## src/rtl/sisc_pkg.sv

```systemverilog
// Shared SISC definitions: mem_arb state encoding, port ids and WAIT limits.
// Used by mem_arb and mem_arb_pick (MEM_ARB_RR_EN selects round-robin arbitration).
package sisc_pkg;

    typedef logic [1:0] arb_state_t;

    localparam arb_state_t ST_IDLE  = 2'd0;
    localparam arb_state_t ST_ISSUE = 2'd1;
    localparam arb_state_t ST_WAIT  = 2'd2;
    localparam arb_state_t ST_RESP  = 2'd3;

    // Port ids double as bit positions in the one-hot winner vector.
    localparam logic PORT_IF = 1'b0;
    localparam logic PORT_D  = 1'b1;

    localparam int WAIT_MIN   = 1;
    localparam int WAIT_MAX   = 15;
    localparam int WAIT_CNT_W = 4;

endpackage

```

## src/rtl/mem_arb_pick.sv

```systemverilog
// Combinational winner selection between fetch and data ports.
// MEM_ARB_RR_EN: ties go to the port named by ptr; otherwise the data port always wins ties.
module mem_arb_pick
    import sisc_pkg::*;
(
    input  logic       if_req,
    input  logic       d_req,
    input  logic       ptr,
    output logic [1:0] winner
);

`ifdef MEM_ARB_RR_EN
    always_comb begin
        winner = 2'b00;
        if (if_req && d_req) begin
            winner[ptr] = 1'b1;
        end else if (d_req) begin
            winner[PORT_D] = 1'b1;
        end else if (if_req) begin
            winner[PORT_IF] = 1'b1;
        end
    end
`else
    logic ptr_unused;
    assign ptr_unused = ptr;

    always_comb begin
        winner = 2'b00;
        if (d_req) begin
            winner[PORT_D] = 1'b1;
        end else if (if_req) begin
            winner[PORT_IF] = 1'b1;
        end
    end
`endif

endmodule

```

## src/rtl/mem_arb.sv

```systemverilog
// Two-port (fetch / data) arbiter in front of a single-port synchronous memory.
// Define MEM_ARB_RR_EN for round-robin tie breaking; default is fixed data-port priority.
module mem_arb
    import sisc_pkg::*;
#(
    parameter int ADDR_W = 16,
    parameter int DATA_W = 32,
    parameter int WAIT   = 1
) (
    input  logic              clk,
    input  logic              rst_f,
    input  logic              if_req,
    input  logic [ADDR_W-1:0] if_addr,
    output logic              if_gnt,
    output logic              if_valid,
    output logic [DATA_W-1:0] if_rdata,
    input  logic              d_req,
    input  logic              d_we,
    input  logic [ADDR_W-1:0] d_addr,
    input  logic [DATA_W-1:0] d_wdata,
    output logic              d_gnt,
    output logic              d_valid,
    output logic [DATA_W-1:0] d_rdata,
    output logic              mem_en,
    output logic              mem_we,
    output logic [ADDR_W-1:0] mem_addr,
    output logic [DATA_W-1:0] mem_wdata,
    input  logic [DATA_W-1:0] mem_rdata
);

    localparam logic [WAIT_CNT_W-1:0] WAIT_LOAD = WAIT_CNT_W'(WAIT - 1);

    arb_state_t            state;
    logic [WAIT_CNT_W-1:0] wait_cnt;
    logic [1:0]            winner;
    logic                  ptr;
    logic                  start;
    logic                  win_d;
    logic                  we_q;
    logic [ADDR_W-1:0]     addr_q;
    logic [DATA_W-1:0]     wdata_q;
    logic                  issue;
    logic                  resp;
    logic                  last_wait;

    mem_arb_pick u_pick (
        .if_req (if_req),
        .d_req  (d_req),
        .ptr    (ptr),
        .winner (winner)
    );

    assign start     = (state == ST_IDLE) && (|winner);
    assign issue     = (state == ST_ISSUE);
    assign resp      = (state == ST_RESP);
    assign last_wait = (state == ST_WAIT) && (wait_cnt == '0);

`ifdef MEM_ARB_RR_EN
    // The port just granted becomes the loser of the next tie.
    always_ff @(posedge clk or negedge rst_f) begin
        if (!rst_f) begin
            ptr <= PORT_D;
        end else if (start) begin
            ptr <= winner[PORT_D] ? PORT_IF : PORT_D;
        end
    end
`else
    assign ptr = PORT_D;
`endif

    always_ff @(posedge clk or negedge rst_f) begin
        if (!rst_f) begin
            state    <= ST_IDLE;
            wait_cnt <= '0;
        end else begin
            case (state)
                ST_IDLE:  if (start) state <= ST_ISSUE;
                ST_ISSUE: begin
                    state    <= ST_WAIT;
                    wait_cnt <= WAIT_LOAD;
                end
                ST_WAIT: begin
                    if (wait_cnt == '0) state <= ST_RESP;
                    else                wait_cnt <= wait_cnt - 1'b1;
                end
                default:  state <= ST_IDLE;
            endcase
        end
    end

    always_ff @(posedge clk or negedge rst_f) begin
        if (!rst_f) begin
            win_d   <= 1'b0;
            we_q    <= 1'b0;
            addr_q  <= '0;
            wdata_q <= '0;
        end else if (start) begin
            win_d   <= winner[PORT_D];
            we_q    <= winner[PORT_D] && d_we;
            addr_q  <= winner[PORT_D] ? d_addr : if_addr;
            wdata_q <= d_wdata;
        end
    end

    // Stores leave d_rdata untouched so the last load word stays visible.
    always_ff @(posedge clk or negedge rst_f) begin
        if (!rst_f) begin
            if_rdata <= '0;
            d_rdata  <= '0;
        end else if (last_wait) begin
            if (!win_d)     if_rdata <= mem_rdata;
            else if (!we_q) d_rdata  <= mem_rdata;
        end
    end

    assign mem_en    = issue;
    assign mem_we    = issue && we_q;
    assign mem_addr  = issue ? addr_q : '0;
    assign mem_wdata = (issue && we_q) ? wdata_q : '0;
    assign if_gnt    = issue && !win_d;
    assign d_gnt     = issue && win_d;
    assign if_valid  = resp && !win_d;
    assign d_valid   = resp && win_d;

endmodule

```

## config.mk

```make
export PLATFORM = sky130hd
export DESIGN_NAME = mem_arb
export DESIGN_NICKNAME = d
export VERILOG_FILES = /design/src/rtl/sisc_pkg.sv /design/src/rtl/mem_arb_pick.sv /design/src/rtl/mem_arb.sv
export SDC_FILE = /design/constraint.sdc
export NUM_CORES = 1
export LEC_CHECK = 0
export BUFFER_PORTS_ARGS = -buffer_cell sky130_fd_sc_hd__buf_4
export CORE_MARGIN = 5
export CORE_UTILIZATION = 52
export DETAILED_ROUTE_END_ITERATION = 10
export PLACE_DENSITY = 0.88
export SLEW_MARGIN = 20
export SYNTH_ARGS = -nofsm -noshare
export SYNTH_HDL_FRONTEND = slang
export SYNTH_HIERARCHICAL = 1
export SYNTH_SLANG_ARGS = --single-unit
```

## constraint.sdc

```tcl
create_clock -name clk -period 2.94 [get_ports clk]
set_input_delay 0.588 -clock clk [delete_from_list [all_inputs] [get_ports clk]]
set_output_delay 0.588 -clock clk [all_outputs]
set_load 0.01 [all_outputs]
```

Yosys cells after proc, flatten, opt, wreduce, memory -nomap -nowiden:

Cells that the tools add are included.

* add/subtract/negate cells: 1
* reductions and logical operators: 17
* bitwise logic cells: 2
* eq/ne operators: 6
* mux-type cells: 11

Operators by type and width (count)
* $mux 16: 2
* $mux 32: 1
* $logic_and 1x1->1: 8
* $pmux 4 s2: 1
* $pmux 2 s3: 1
* $reduce_and 2->1: 3
* $eq 2x2->1 const B: 2
* $logic_not 4->1: 1
* $mux 2: 2
* $mux 4: 1
* $ne 2x2->1 const B: 2
* $sub 4x1->4 const B: 1
* $mux 1: 3
* $reduce_and 3->1: 1
* $eq 2x1->1 const B: 1
* $logic_not 2->1: 1
* $ne 2x1->1 const B: 1
* $not 1->1: 2
* $reduce_bool 2->1: 1
* $reduce_or 2->1: 1
* $logic_not 1->1: 1

* output and inout bits: 118
* bits of input ports: 101
* flip-flop bits (word level): 120
* logic and storage cells: 45

Longest topological paths before layout:

* depth after elaboration: 6
* gate-level depth with buffers: 8
* mapped depth without buffers: 5

Modules after synthesis:

The synthesis kept the hierarchy.

By module, submodules not included
* mem_arb: area each 5300.1 sq um, sequential area each 3002.9 sq um, cells each 384, instances 1
* mem_arb_pick: area each 21.3 sq um, sequential area each 0.0 sq um, cells each 2, instances 1

Least setup slack after synthesis:

Ideal clock, no wire load.

* kind: flip-flop to flip-flop
* from: register wait_cnt[0]
* to: register if_rdata[10]
* setup time: 0.125 ns
* data required time: 2.815 ns
* clock period less this slack: 1.974 ns
* path slack: 0.966 ns
* buffers on the path: 2
* stages on the path, launching flop included: 8
* data arrival time: 1.849 ns
* path through: dfrtp_1 -> inv_1 -> ha_1 -> or3b_1 -> buf_6 -> nor3b_4 -> buf_4 -> mux2_2

* longest elaborated chain between the ends: 3

RTL lines
* from (decl): RTL line mem_arb.sv:34 `logic [WAIT_CNT_W-1:0] wait_cnt;`
* from (signal assigned): RTL line mem_arb.sv:84 `else wait_cnt <= wait_cnt - 1'b1;`
* $logic_not 4->1: RTL line mem_arb.sv:56 `assign last_wait = (state == ST_WAIT) && (wait_cnt == '0);`
* $logic_and 1x1->1: RTL line mem_arb.sv:56
* $reduce_and 2->1 (no line)
* to (signal assigned): RTL line mem_arb.sv:111 `if (!win_d) if_rdata <= mem_rdata;`
* to (decl): RTL line mem_arb.sv:16 `output logic [DATA_W-1:0] if_rdata,`

Every way passes these cells.
A chain may end at the register's enable or synchronous reset.

Final worst setup path:

* from: register state[1]
* to: output mem_wdata[22]

* longest elaborated chain between the ends: 3

RTL lines
* from (decl): RTL line mem_arb.sv:33 `arb_state_t state;`
* from (signal assigned): RTL line mem_arb.sv:73 `state <= ST_IDLE;`
* from (signal assigned): RTL line mem_arb.sv:77 `ST_IDLE: if (start) state <= ST_ISSUE;`
* from (signal assigned): RTL line mem_arb.sv:79 `state <= ST_WAIT;`
* $eq 2x1->1: RTL line mem_arb.sv:54 `assign issue = (state == ST_ISSUE);`
* $logic_and 1x1->1: RTL line mem_arb.sv:119 `assign mem_wdata = (issue && we_q) ? wdata_q : '0;`
* $mux 32: RTL line mem_arb.sv:119
* to (decl): RTL line mem_arb.sv:27 `output logic [DATA_W-1:0] mem_wdata,`

Every way passes these cells.

==> qor.txt <==
CTS H-tree lvls = 4
Starting DRT DRC Count = 218
Critical Path Fanout Max = 41
io pins = 219
Core Area = 10100 um2
Mapped Cells = 385
Total Routed Length = 13100 um
clock tree sinks = 120
setup TNS = 0 ps
final setup vio count = 0
Tightest Pin Transition = 610 ps
vias in the first global route = 4141
pwr/cell area = 1090 nW/um2
fin crit period = 2640 ps
die area = 12300 um2
antenna diode count = 0
area of the mapped netlist = 5320 um2
number of remaining DRC errors = 0
setup slack, reg-to-reg = 680 ps
worst vdd ir = 0.504 mV
multi-input logic area = 2140 um2
post-route ant nets = 0
most frequent cells in the layout = buf_4 (222), dfrtp_1 (120), mux2_2 (66)
Final Max Slew Viols = 0
CP arrival = 2050 ps
fin cells = 751
DR vias/cell = 5.07
average wire per cell in the routed design = 17.4 um
delay-heaviest family, CP = buffers and inverters
Clk pin slew, worst setup/hold paths = 60 ps
Setup Crit Path Kind = reg2out
largest net degree at the start of global routing = 55
RSZ-0062 raised after global routing = no
crit path cell chain = inv_1 -> ha_1 -> buf_12 -> and3_1 -> buf_4
Slew headroom = 59.4%
chip width = 111 um
most common cell after layout, fill and taps aside = buf_4
syn nets = 493
first-pass GRT wire length = 21400 um
hold violation total from the final report = 0
Worst Skew = 8.03 ps
leakage = 3.94 nW
yosys synthesis warning count = 6
RePlAce Congestion = 0.795
Avg Inst Size Synth = 13.8 um2
FILL cells = 653
area grow syn2layout = 43.3%
Worst Setup Start Kind = flop
root buffer cell = clkbuf_8
Placed Cells = 720
final core occ = 75.2%
Hold Buf Count CTS = 0
Crit-path slowest cell = dfrtp_1
PortBufs = 218
critical path endpoint category = output port
CTS tree = yes
Required @ worst endpoint = 2350 ps
Pre-antenna DRT Iters = 4
FP Rows = 37
worst-skew pair later-pin latency = 500 ps
WP buf/inv = 3
worst stage delay on the critical path = 430 ps
Hold Crit Class = in2async
total grt overflow = 0
Final Cycle Share = 89.9%
Initial Utilization = 52.4%
status = complete, no violations
storage element area = 3000 um2
initial antenna violation count = 0
post_cts resized = 0
Max Clock Freq = 378 MHz
die height = 111 um
via count = 3809
Num CTS Buffers = 17
# Max-Cap Violations = 0
share of layout cells above drive strength 1 = 57.7%
Final nets = 711
post-CTS setup buffer count = 0
HPWL after DPL = 9430 um
clk buf depth = 2
GRT Overall Usage = 21.6%
## worst register-to-register path, delay by kind of cell, from the launching register on
family | cells | cell delay (ps)
simple gates | 2 | 650
mux | 1 | 420
fa+ha+maj | 1 | 150
flops | 1 | 410
buf+inv | 2 | 500
## layout make-up
type,count,share of cell area [%]
Sequential cell,120,39.4
Clock buffer,20,5.84
Timing Repair Buffer,225,22.7
Clock inverter,11,1.63
Tap cell,136,2.23
Multi-Input combinational cell,235,28.0
Inverter,4,0.197
## flip-flops by register name (all words and copies together), names as in the netlist
signal    cells
d_rdata      32
if_rdata     32
wdata_q      32
addr_q       16
wait_cnt      4
state         2
we_q          1
win_d         1
## metrics by stage
step | power [mW] | setup slack (ps) | cell area (um2) | hold slack, ps
floorplan | 4.90 | 966 | 5320 | 292
global placement | 6.17 | 800 | 7050 | 456
detailed placement | 6.35 | 693 | 7050 | 465
CTS | 8.36 | 275 | 7620 | 48.9
global route | 8.76 | 133 | 7620 | 70.1
finish | 8.28 | 298 | 7620 | 56.7
## routing by layer
| layer | share of wire [%] | track usage (%) | up-vias | routed length [um] |
|---|---|---|---|---|
| met5 | 0 | 0 | - | 0 |
| met4 | 0.84 | 6.73 | 0 | 110 |
| met3 | 9.8 | 9.22 | 8 | 1290 |
| met2 | 49 | 35.0 | 168 | 6370 |
| met1 | 41 | 26.4 | 1860 | 5330 |
| li1 | - | - | 1773 | - |
## worst paths after layout
path                              start       endpoint  cells past startpoint
min reg2reg                  addr_q[14]     addr_q[14]                      2
max                            state[1]  mem_wdata[22]                      5
min in group clk           mem_rdata[7]    if_rdata[7]                      2
max in group asynchronous         rst_f      addr_q[2]                      2
max reg2reg                 wait_cnt[0]   if_rdata[28]                      6
min                               rst_f     d_rdata[7]                      1
## where the power goes
part           switching, mW  internal, mW
registers              0.472          2.48
clock network          0.722          1.25
logic                   1.40          1.95
total                   2.60          5.68
No activity file was read; power rests on OpenSTA's default activity.
